==> src/rtl/accum_core_pkg.sv <==
// Shared definitions for the accumulator core: opcode encoding, FSM states
// and the opcode field width.
package accum_core_pkg;

    localparam int OPCODE_W = 4;

    typedef enum logic [OPCODE_W-1:0] {
        OP_NOP = 4'h0,
        OP_IN  = 4'h1,
        OP_OUT = 4'h2,
        OP_LD  = 4'h3,
        OP_ST  = 4'h4,
        OP_ADD = 4'h5,
        OP_SUB = 4'h6,
        OP_AND = 4'h7,
        OP_OR  = 4'h8,
        OP_XOR = 4'h9,
        OP_NOT = 4'hA,
        OP_SHL = 4'hB,
        OP_SHR = 4'hC,
        OP_MUL = 4'hD,
        OP_CLR = 4'hE,
        OP_ILL = 4'hF
    } opcode_e;

    typedef enum logic {
        ST_IDLE = 1'b0,
        ST_MUL  = 1'b1
    } state_e;

endpackage

==> src/rtl/accum_alu.sv <==
// Combinational ALU for the arithmetic, logic and shift opcodes.
// Opcodes outside that group pass the accumulator and carry through untouched.
module accum_alu
    import accum_core_pkg::*;
#(
    parameter int DATA_W = 4
) (
    input  opcode_e           op_i,
    input  logic [DATA_W-1:0] acc_i,
    input  logic [DATA_W-1:0] opnd_i,
    input  logic              carry_i,
    output logic [DATA_W-1:0] res_o,
    output logic              carry_o
);

    logic [DATA_W:0] sum_w;
    logic [DATA_W:0] diff_w;

    // The extra top bit of the difference is the borrow.
    assign sum_w  = {1'b0, acc_i} + {1'b0, opnd_i};
    assign diff_w = {1'b0, acc_i} - {1'b0, opnd_i};

    // Result/carry select; logic ops keep the incoming carry.
    always_comb begin
        res_o   = acc_i;
        carry_o = carry_i;
        case (op_i)
            OP_ADD: begin
                res_o   = sum_w[DATA_W-1:0];
                carry_o = sum_w[DATA_W];
            end
            OP_SUB: begin
                res_o   = diff_w[DATA_W-1:0];
                carry_o = diff_w[DATA_W];
            end
            OP_AND: res_o = acc_i & opnd_i;
            OP_OR:  res_o = acc_i | opnd_i;
            OP_XOR: res_o = acc_i ^ opnd_i;
            OP_NOT: res_o = ~acc_i;
            OP_SHL: begin
                res_o   = {acc_i[DATA_W-2:0], 1'b0};
                carry_o = acc_i[DATA_W-1];
            end
            OP_SHR: begin
                res_o   = {1'b0, acc_i[DATA_W-1:1]};
                carry_o = acc_i[0];
            end
            default: ;
        endcase
    end

endmodule

==> src/rtl/accum_core.sv <==
// Accumulator processor core with register file, carry/zero flags, output
// strobe and illegal-opcode pulse. Defining ACCUM_CORE_MUL_EN adds an
// iterative shift-add multiplier (opcode MUL); otherwise MUL is illegal.
//
// state   | meaning
// --------+--------------------------------------------------------------
// ST_IDLE | ready for an instruction; single-cycle ops complete here
// ST_MUL  | multiplier stepping, one partial product per cycle, not ready
module accum_core
    import accum_core_pkg::*;
#(
    parameter int DATA_W   = 4,
    parameter int NUM_REGS = 4
) (
    input  logic                               clk,
    input  logic                               rst,
    input  logic [OPCODE_W+$clog2(NUM_REGS)-1:0] instr,
    input  logic                               instr_valid,
    output logic                               instr_ready,
    input  logic [DATA_W-1:0]                  portin,
    output logic [DATA_W-1:0]                  portout,
    output logic                               portout_valid,
    output logic                               zero,
    output logic                               carry,
    output logic                               illegal
);

    localparam int REG_AW = $clog2(NUM_REGS);

    state_e                           state_q, state_d;
    logic [DATA_W-1:0]                acc_q, acc_d;
    logic                             carry_q, carry_d;
    logic [NUM_REGS-1:0][DATA_W-1:0]  regs_q, regs_d;
    logic [DATA_W-1:0]                portout_q, portout_d;
    logic                             pv_q, pv_d;
    logic                             ill_q, ill_d;

    opcode_e           op_w;
    logic [REG_AW-1:0] idx_w;
    logic [DATA_W-1:0] opnd_w;
    logic              accept_w;
    logic [DATA_W-1:0] alu_res_w;
    logic              alu_carry_w;

    assign op_w     = opcode_e'(instr[OPCODE_W-1:0]);
    assign idx_w    = instr[OPCODE_W+REG_AW-1:OPCODE_W];
    assign opnd_w   = regs_q[idx_w];
    assign accept_w = instr_valid && (state_q == ST_IDLE);

`ifdef ACCUM_CORE_MUL_EN
    localparam int CNT_W = $clog2(DATA_W + 1);

    // Full-width product so the upper half can drive the overflow carry.
    logic [2*DATA_W-1:0] prod_q, prod_d;
    logic [2*DATA_W-1:0] mcand_q, mcand_d;
    logic [DATA_W-1:0]   mplier_q, mplier_d;
    logic [CNT_W-1:0]    cnt_q, cnt_d;
    logic [2*DATA_W-1:0] step_w;

    assign step_w = prod_q + (mplier_q[0] ? mcand_q : '0);
`endif

    accum_alu #(.DATA_W(DATA_W)) u_alu (
        .op_i    (op_w),
        .acc_i   (acc_q),
        .opnd_i  (opnd_w),
        .carry_i (carry_q),
        .res_o   (alu_res_w),
        .carry_o (alu_carry_w)
    );

    // Next-state and datapath decode; every target holds unless an op moves it.
    always_comb begin
        state_d   = state_q;
        acc_d     = acc_q;
        carry_d   = carry_q;
        regs_d    = regs_q;
        portout_d = portout_q;
        pv_d      = 1'b0;
        ill_d     = 1'b0;
`ifdef ACCUM_CORE_MUL_EN
        prod_d    = prod_q;
        mcand_d   = mcand_q;
        mplier_d  = mplier_q;
        cnt_d     = cnt_q;
`endif
        case (state_q)
            ST_IDLE: begin
                if (accept_w) begin
                    case (op_w)
                        OP_NOP: ;
                        OP_IN:  acc_d = portin;
                        OP_OUT: begin
                            portout_d = acc_q;
                            pv_d      = 1'b1;
                        end
                        OP_LD:  acc_d = opnd_w;
                        OP_ST:  regs_d[idx_w] = acc_q;
                        OP_ADD, OP_SUB, OP_AND, OP_OR, OP_XOR,
                        OP_NOT, OP_SHL, OP_SHR: begin
                            acc_d   = alu_res_w;
                            carry_d = alu_carry_w;
                        end
`ifdef ACCUM_CORE_MUL_EN
                        OP_MUL: begin
                            prod_d   = '0;
                            mcand_d  = {{DATA_W{1'b0}}, acc_q};
                            mplier_d = opnd_w;
                            cnt_d    = CNT_W'(DATA_W);
                            state_d  = ST_MUL;
                        end
`endif
                        OP_CLR: begin
                            acc_d   = '0;
                            carry_d = 1'b0;
                        end
                        default: ill_d = 1'b1;
                    endcase
                end
            end
            ST_MUL: begin
`ifdef ACCUM_CORE_MUL_EN
                prod_d   = step_w;
                mcand_d  = {mcand_q[2*DATA_W-2:0], 1'b0};
                mplier_d = {1'b0, mplier_q[DATA_W-1:1]};
                cnt_d    = cnt_q - 1'b1;
                if (cnt_q == CNT_W'(1)) begin
                    acc_d   = step_w[DATA_W-1:0];
                    carry_d = |step_w[2*DATA_W-1:DATA_W];
                    state_d = ST_IDLE;
                end
`else
                state_d = ST_IDLE;
`endif
            end
            default: state_d = ST_IDLE;
        endcase
    end

    // Register update; reset also discards any multiply in flight.
    always_ff @(posedge clk) begin
        if (rst) begin
            state_q   <= ST_IDLE;
            acc_q     <= '0;
            carry_q   <= 1'b0;
            regs_q    <= '0;
            portout_q <= '0;
            pv_q      <= 1'b0;
            ill_q     <= 1'b0;
`ifdef ACCUM_CORE_MUL_EN
            prod_q    <= '0;
            mcand_q   <= '0;
            mplier_q  <= '0;
            cnt_q     <= '0;
`endif
        end else begin
            state_q   <= state_d;
            acc_q     <= acc_d;
            carry_q   <= carry_d;
            regs_q    <= regs_d;
            portout_q <= portout_d;
            pv_q      <= pv_d;
            ill_q     <= ill_d;
`ifdef ACCUM_CORE_MUL_EN
            prod_q    <= prod_d;
            mcand_q   <= mcand_d;
            mplier_q  <= mplier_d;
            cnt_q     <= cnt_d;
`endif
        end
    end

    assign instr_ready   = (state_q == ST_IDLE);
    assign portout       = portout_q;
    assign portout_valid = pv_q;
    assign zero          = (acc_q == '0);
    assign carry         = carry_q;
    assign illegal       = ill_q;

endmodule
==> config.mk <==
export PLATFORM = sky130hd
export DESIGN_NAME = accum_core
export DESIGN_NICKNAME = d
export VERILOG_FILES = /design/src/rtl/accum_core_pkg.sv /design/src/rtl/accum_alu.sv /design/src/rtl/accum_core.sv
export SDC_FILE = /design/constraint.sdc
export NUM_CORES = 1
export LEC_CHECK = 0
export ABC_AREA = 1
export BUFFER_PORTS_ARGS = -buffer_cell sky130_fd_sc_hd__buf_2
export CAP_MARGIN = 20
export CORE_UTILIZATION = 48
export CTS_BUF_LIST = sky130_fd_sc_hd__clkbuf_8
export DETAILED_ROUTE_END_ITERATION = 7
export PLACE_DENSITY_LB_ADDON = 0.15
export SYNTH_ARGS = -nofsm -noshare
export SYNTH_HDL_FRONTEND = slang
export SYNTH_HIERARCHICAL = 1
export SYNTH_SLANG_ARGS = --single-unit
==> constraint.sdc <==
create_clock -name clk -period 3.08 [get_ports clk]
set_input_delay 0.154 -clock clk [delete_from_list [all_inputs] [get_ports clk]]
set_output_delay 0.154 -clock clk [all_outputs]
set_load 0.02 [all_outputs]
==> flow_summary.ini, run 1 <==
[yosys]
syn_avg_cell_area_sq_um = 6.289
synth-seq-area-share = 0.2818
yosys_warnings = 6
syn_inst = 305
ys_ff_latch = 27
synth_nets = 332
syn_area_sq_um = 1918
yosysUniqueCellTypes = 25

[detailed_routing]
drtIter0Drc = 152
via_per_inst = 5.160
postRouteAntennaNets = 0
dr.pass1.iters = 4
wl_per_cell_microns = 12.73
num_vias = 1930
wirelength_mm = 4.762
drcViolationCount = 0

[timing]
max_freq_mhz = 453.7
hold_viol_final = 0
tns_ns = 0
fin_crit_ns = 2.204
fin_skew_ns = 0.001431
worstMarginPinSlew_ns = 0.5858
rsz0062_at_grt = false
relSlewSlack = 0.6090
slew_violations = 0
setup_viol = 0
min_period_over_period = 0.7156

[clock_tree]
clk_pin_slew_worst_paths_ns = 0.09
cts_made_buffers = 3
ctsLongestPathBuffers = 2
hold_buffers = 0
cts_tree = done
cts_sinks = 27
insertion_delay_ns = 0.26
cts-resized-gates = 0
postCtsSetupBuffers = 0
h-tree-depth = 1
ctsRootBufferMaster = clkbuf_8

[floorplanning]
die-area_sq_um = 4253
die_h_microns = 65.22
die_w_microns = 65.22
start_util = 0.5124
rows = 22
coreArea_sq_um = 3744
io_pins = 22

[power]
p_comb_frac = 0.228
p_switching_uw = 232.4
power_density_nw_per_um2 = 347.1
swShare = 0.3173
p_leak_uw = 0.001047
p_int_uw = 499.9
fin_total_pwr_uw = 732.2
clkPwrFrac = 0.268
peakVddDrop_mv = 0.3371
p_seq_frac = 0.504

[setup_path]
crit_family = simple AND/OR/NAND/NOR gates
start_kind = register
cp.arrival_ns = 2.37
crit_buf_inv = 0
endpoint_kind = register
max_stage_delay_ns = 0.42
path_cells = nand2_1 > nand4_1 > ha_1 > fa_1 > nor2_1 > nor2_1 > nand2_1 > nand2_1 > nor2_1 > o211ai_1 > nand2_1 > nand2_1 > nor2_1 > nor2_1
path_class = reg2reg
cp_slowest_cell = fa_1
required_ns = 3.25
crit_fanout = 4

[worst_hold_path]
min_path_type = in2reg

[grt]
grt_start_max_net_pins = 26
grt_use_total = 0.2481
grt-ovfl-total = 0
grt_pass1_vias = 1804
grt_pass1_wl_mm = 8.273
antenna_found_initial = 0

[place]
port_buffers = 20
gp_congestion = 0.9431
post-dp-hpwl_mm = 3.721

[finish]
layout_commonest_cell = nand2_1
final_util = 0.5635
drive_gt1_frac = 0.1196
finalNetCount = 354
nFillCells = 403
antenna_cells = 0
final_cell_mix = nand2_1 (70), nor2_1 (39), inv_1 (38), dfxtp_1 (27)
area_growth_syn_to_layout_pct = 9.980

[run_status]
status = finished clean

[flow_run]
max_cap_violations = 0
worst reg2reg max path, stage by stage (launching register included):
cell and delay, ns:
dfxtp_1 0.33, nand2_1 0.07, nand4_1 0.20, ha_1 0.31
fa_1 0.42, nor2_1 0.12, nor2_1 0.06, nand2_1 0.06
nand2_1 0.07, nor2_1 0.10, o211ai_1 0.11, nand2_1 0.08
nand2_1 0.06, nor2_1 0.10, nor2_1 0.04
cells by family after synthesis:
family | count (synthesis) | synth area share
AOI/OAI and AO/OA | 63 | 0.1716
other | 1 | 0.001955
DFF | 27 | 0.2818
and+or+nand+nor | 152 | 0.3470
buffers and inverters | 47 | 0.09394
adders and majority gates | 14 | 0.09915
xor gates and xnor gates | 1 | 0.004567
flip-flops by register name, summed over array words and instances, names as in the netlist:
signal         count
portout_valid      1
portout            4
carry              1
regs_q            16
illegal            1
acc_q              4
per-layer routing:
metal | share of wire | vias up | track usage
li1 | - | 1035 | -
met1 | 0.51 | 856 | 0.3458
met2 | 0.46 | 35 | 0.4085
met3 | 0.026 | 4 | 0.02951
met4 | 0.0069 | 0 | 0.05163
met5 | 0 | - | 0
cells in the mapped netlist:
master	n	area [sq um]
a21oi_1	26	130.1
buf_4	1	7.510
clkbuf_1	2	7.510
conb_1	1	3.750
dfxtp_1	27	540.5
fa_1	2	40.04
ha_1	12	150.1
inv_1	38	142.6
inv_2	6	22.52
nand2_1	70	262.8
nand2_2	4	25.02
nand3_1	22	110.1
nand3_4	1	17.52
nand3b_1	1	7.510
nand4_1	8	50.05
nor2_1	39	146.4
nor2_2	3	18.77
nor2_4	1	11.26
nor3_1	2	10.01
nor4_1	1	6.260
o211ai_1	3	22.52
o21ai_0	26	130.1
o21ai_1	3	15.01
o22ai_1	5	31.28
xor2_1	1	8.760
power groups by stage:
stage               Combinational [uW]  Clock, uW  Sequential, uW
finish                             167        197             369
global route                       191        222             371
CTS                                165        202             369
detailed placement                 165          0             377
global placement                   164          0             377
floorplan                          115          0             375
worst paths after layout:
kind | from | endpoint | slack (ns) | depth (start not counted)
worst max-delay path | regs_q[0] | acc_q[2] | 0.88 | 14
worst max register to register | regs_q[0] | acc_q[2] | 0.88 | 14
worst min-delay path | rst | carry | 0.06 | 2
worst min register to register | carry | carry | 0.51 | 2
through the flow:
step | cell area, sq um | hold slack (ns) | cells | worst slack (ns)
after floorplan | 1918 | 0.2231 | 305 | 1.121
after global placement | 2063 | 0.3455 | 370 | 0.7594
after detailed placement | 2063 | 0.3499 | 370 | 0.7017
after CTS | 2110 | 0.05986 | 374 | 0.9024
after global routing | 2110 | 0.05011 | 374 | 0.6421
final | 2110 | 0.06092 | 374 | 0.8758
layout make-up:
type	instances	area, sq um	area share
Multi-Input combinational cell	231	1197	0.5676
Sequential cell	27	540.5	0.2562
Clock buffer	3	41.29	0.01957
Clock inverter	1	5.005	0.002372
Inverter	44	165.2	0.07829
Timing Repair Buffer	20	100.1	0.04745
Tap cell	48	60.06	0.02847
No activity file was read; power rests on OpenSTA's default activity.
==> inputs of run 2 (changes only) <==
==> constraint.sdc (replaced) <==
create_clock -name clk -period 2 [get_ports clk]
set_input_delay 0.1 -clock clk [delete_from_list [all_inputs] [get_ports clk]]
set_output_delay 0.1 -clock clk [all_outputs]
set_load 0.02 [all_outputs]
==> run 2 against run 1 <==
Net effect: setup slack worse by 0.87 ns; clock power is 59% higher; critical path depth is 2 lower; non-clock buffer count is 27 higher; register-to-register slack worse by 0.87 ns; sequential share of layout area is 3.4 points lower; sequential power is 51% higher; via count is 11% higher; utilization is 10 points higher; critical path type unchanged; largest power group unchanged.
==> flow_summary.ini, run 2 (synthesized netlist as in run 1, its figures left out) <==
[grt]
grt_pass1_wl_mm = 8.694
grt-ovfl-total = 0
grt_start_max_net_pins = 26
grt_use_total = 0.2638
grt_pass1_vias = 1870
antenna_found_initial = 0

[clock_tree]
ctsLongestPathBuffers = 2
h-tree-depth = 1
insertion_delay_ns = 0.28
cts_made_buffers = 3
cts_sinks = 27
clk_pin_slew_worst_paths_ns = 0.09
ctsRootBufferMaster = clkbuf_8
cts_tree = done

[place]
port_buffers = 20
gp_congestion = 0.8862
pre_cts_ws_ns = -0.3059
dp.cells = 391
post-dp-hpwl_mm = 3.931

[setup_path]
max_stage_delay_ns = 0.44
endpoint_kind = register
crit_family = simple AND/OR/NAND/NOR gates
crit_cells = 12
r2r_setup_slack_ns = 0.008
path_cells = nand2_2 > nand4_1 > ha_2 > fa_2 > nand2_1 > o21ai_2 > nor2_1 > o211ai_1 > nand2_1 > nand2_1 > nor2_1 > nor2_1
reg2reg_to = acc_q[1]
cp_slowest_cell = fa_2
crit_buf_inv = 0
required_ns = 2.18
r2r-start = regs_q[0]
cp.arrival_ns = 2.17
start_kind = register
path_class = reg2reg
r2r_cells = 12
crit_fanout = 3

[detailed_routing]
wirelength_mm = 5.332
drtIter0Drc = 144
postRouteAntennaNets = 0
wl_per_cell_microns = 13.30
num_vias = 2134
dr.pass1.iters = 5
via_per_inst = 5.322
drcViolationCount = 0

[finish]
finalNetCount = 381
drive_gt1_frac = 0.3144
largest-register = regs_q
nFillCells = 348
largest_register_ffs = 16
final_cell_mix = nand2_1 (63), nor2_1 (33), inv_1 (32), o21ai_0 (25), buf_4 (25)
instances_no_fill = 401
layout_commonest_cell = nand2_1
final_util = 0.6638
antenna_cells = 0
area_growth_syn_to_layout_pct = 29.55

[flow_run]
max_cap_violations = 0

[timing]
min_period_over_period = 0.9959
relSlewSlack = 0.5965
holdWs_ns = 0.1371
fin_crit_ns = 1.992
fin_skew_ns = 0.005212
slew_violations = 0
setup_ws_ns = 0.008169
worstMarginPinSlew_ns = 0.6046
max_freq_mhz = 502.1
rsz0062_at_grt = true
setup_viol = 0
hold_viol_final = 0

[power]
p_seq_frac = 0.458
fin_total_pwr_uw = 1217
p_switching_uw = 396.5
p_comb_frac = 0.284
swShare = 0.3258
peakVddDrop_mv = 0.5302
p_int_uw = 820.6
power_density_nw_per_um2 = 489.8
p_leak_uw = 0.001190
clkPwrFrac = 0.258

[worst_hold_path]
hold_path_depth = 3
min_path_type = in2reg
hp-start = instr_valid
whs_endpoint = illegal

[floorplanning]
coreArea_sq_um = 3744
start_util = 0.5124
io_pins = 22
rows = 22
die_w_microns = 65.22
die-area_sq_um = 4253
die_h_microns = 65.22

[run_status]
status = finished clean
run 2: power by group through the flow:
stage,Clock [uW],Combinational [uW],Sequential (uW)
finish,314,346,557
global route,339,385,559
floorplan,0,177,578
detailed placement,0,305,569
global placement,0,303,570
CTS,318,319,557
run 2: through the flow:
step                setup TNS, ns  cell area (sq um)
floorplan                       0               1918
global placement          -0.5951               2221
detailed placement        -0.6571               2221
CTS                             0               2335
global route              -0.5264               2485
finish                          0               2485
run 2: how the worst max path moves through the flow:
stage / startpoint / endpoint / slack, ns
6_report: regs_q[0] / acc_q[1] / 0.008
5_1_grt: regs_q[0] / acc_q[1] / -0.13
4_1_cts: regs_q[12] / acc_q[1] / 0.0001
3_5_place_dp: instr[4] / acc_q[3] / -0.31
3_3_place_gp: instr[4] / acc_q[3] / -0.31
2_1_floorplan: instr[4] / acc_q[3] / 0.09
run 2: tightest hold or removal path, stage by stage:
cell,delay [ns]
buf_2,0.15
nand3_1,0.09
nor2_1,0.04
run 2: metal layers:
metal  global-route usage  vias up  share of wire
li1                     -     1089              -
met1               0.3618      964           0.46
met2               0.4394       68           0.48
met3              0.02083       13          0.039
met4              0.07609        0          0.019
met5                    0        -              0
run 2: layout make-up:
type | count | area (sq um) | share of cell area
Clock buffer | 3 | 41.29 | 0.01662
Clock inverter | 1 | 5.005 | 0.002014
Inverter | 44 | 167.7 | 0.06747
Multi-Input combinational cell | 231 | 1349 | 0.5428
Sequential cell | 27 | 553.0 | 0.2226
Tap cell | 48 | 60.06 | 0.02417
Timing Repair Buffer | 47 | 309.0 | 0.1244
run 2: timing repair:
item	4_1_cts	5_1_grt
pin swaps	4	37
endpoints found under the hold margin	1	0
setup buffers	1	4
setup endpoints to repair	4	4
gates resized for setup	12	41
hold buffers	1	0
==> inputs of run 3 (changes only) <==
==> constraint.sdc (replaced) <==
create_clock -name clk -period 2.23 [get_ports clk]
set_input_delay 0.1115 -clock clk [delete_from_list [all_inputs] [get_ports clk]]
set_output_delay 0.1115 -clock clk [all_outputs]
set_load 0.02 [all_outputs]
==> run 3 against run 2 <==
Net effect: first-iteration DRC count is 28% higher; register-to-register slack better by 0.19 ns; cell count is 4.5% lower; combinational power is 23% lower; fmax is 1.9% lower; clock power is 15% lower; die area stayed put; design area is 11% lower; setup slack better by 0.19 ns; largest power group unchanged.
==> flow_summary.ini, run 3 (synthesized netlist as in run 1, its figures left out) <==
[timing]
max_freq_mhz = 492.4
slew_violations = 0
setup_viol = 0
setup_ws_ns = 0.1992
min_period_over_period = 0.9107
rsz0062_at_grt = false
fin_crit_ns = 2.031
relSlewSlack = 0.5863
hold_viol_final = 0
worstMarginPinSlew_ns = 0.6199
fin_skew_ns = 0.004129

[finish]
final_util = 0.5936
largest-register = regs_q
antenna_cells = 0
final_cell_mix = nand2_1 (70), inv_1 (37), nor2_1 (36), dfxtp_1 (27), o21ai_0 (26)
nFillCells = 404
finalNetCount = 363
area_growth_syn_to_layout_pct = 15.85
largest_register_ffs = 16
layout_commonest_cell = nand2_1
drive_gt1_frac = 0.1761
stdcell_area_sq_um = 2222

[clock_tree]
h-tree-depth = 1
ctsLongestPathBuffers = 2
cts_sinks = 27
ctsRootBufferMaster = clkbuf_8
cts_tree = done
insertion_delay_ns = 0.27
hold_buffers = 0
clk_pin_slew_worst_paths_ns = 0.09
cts_made_buffers = 3

[floorplanning]
coreArea_sq_um = 3744
die_h_microns = 65.22
rows = 22
die_w_microns = 65.22
die-area_sq_um = 4253
start_util = 0.5124
io_pins = 22

[setup_path]
crit_fanout = 3
start_kind = register
crit_buf_inv = 0
crit_family = adder cells
required_ns = 2.39
cp.arrival_ns = 2.19
cp_slowest_cell = fa_2
endpoint_kind = register
path_class = reg2reg
max_stage_delay_ns = 0.51
path_cells = nand2_1 > nand4_1 > ha_2 > fa_2 > o21ai_0 > nor2_1 > o211ai_1 > nand2_1 > nand2_1 > nor2_1 > nor2_1

[power]
power_density_nw_per_um2 = 465.4
fin_total_pwr_uw = 1034
peakVddDrop_mv = 0.4288
p_leak_uw = 0.001093

[place]
port_buffers = 20
pre_cts_ws_ns = -0.08108
postPlaceCellArea_sq_um = 2131
gp_congestion = 0.9268
post-dp-hpwl_mm = 3.785

[detailed_routing]
postRouteAntennaNets = 0
wl_per_cell_microns = 12.70
num_vias = 1975
drcViolationCount = 0
wirelength_mm = 4.865
via_per_inst = 5.157
drtIter0Drc = 185
dr.pass1.iters = 4

[grt]
grt_use_total = 0.2453
grt_pass1_vias = 1828
grt_pass1_wl_mm = 8.286
grt-ovfl-total = 0
antenna_found_initial = 0
grt_start_max_net_pins = 26

[flow_run]
max_cap_violations = 0

[run_status]
status = finished clean

[worst_hold_path]
min_path_type = in2reg
[run 3: cell count changes in the layout (fill, tap and decap cells not counted), moves of 2 or more]
cell     delta
nand2_2     -7
buf_4      -16
ha_4        -3
nand3_1     +5
dfxtp_2    -10
nor2_4      -2
inv_1       +5
inv_2       -3
nand2_1     +7
ha_1        +3
nand3_2     -5
nor2_1      +3
dfxtp_1    +10
[run 3: power by group]
group / internal [uW] / total, uW / switching, uW
sequential: 493 / 502 / 9.02
combinational: 91.4 / 265 / 173
clock: 123 / 267 / 144
total: 708 / 1030 / 326
[run 3: repair_timing]
action                     in CTS  in global routing
setup endpoints to repair       0                  3
resized for setup               0                 13
setup buffers                   0                  0
[run 3: metrics by stage]
| step | TNS (ns) | hold slack, ns | cells |
|---|---|---|---|
| CTS | 0 | 0.02188 | 383 |
| finish | 0 | 0.01980 | 383 |
| global placement | -0.01704 | 0.3017 | 379 |
| detailed placement | -0.08108 | 0.3096 | 379 |
| floorplan | 0 | 0.1806 | 305 |
| global route | 0 | 0.01502 | 383 |
[run 3: path summary, 6_finish.rpt]
path | start | to | slack, ns | cells after the start
max reg2reg | regs_q[12] | acc_q[1] | 0.20 | 11
max | regs_q[12] | acc_q[1] | 0.20 | 11
min | rst | portout_valid | 0.02 | 2
min reg2reg | carry | carry | 0.53 | 2
[run 3: layer usage]
metal	routed length [microns]	track usage
met1	2392	0.3487
met2	2297	0.4111
met3	155	0.01563
met4	19	0.04076
met5	0	0
[run 3: final cells by class]
type / instances / area, sq um / area share
clock buffer: 3 / 41.29 / 0.01858
clock inverter: 1 / 3.754 / 0.001689
inverter: 44 / 165.2 / 0.07432
multi-input combinational: 231 / 1244 / 0.5597
sequential: 27 / 540.5 / 0.2432
tap: 48 / 60.06 / 0.02703
timing repair buffer: 29 / 167.7 / 0.07545
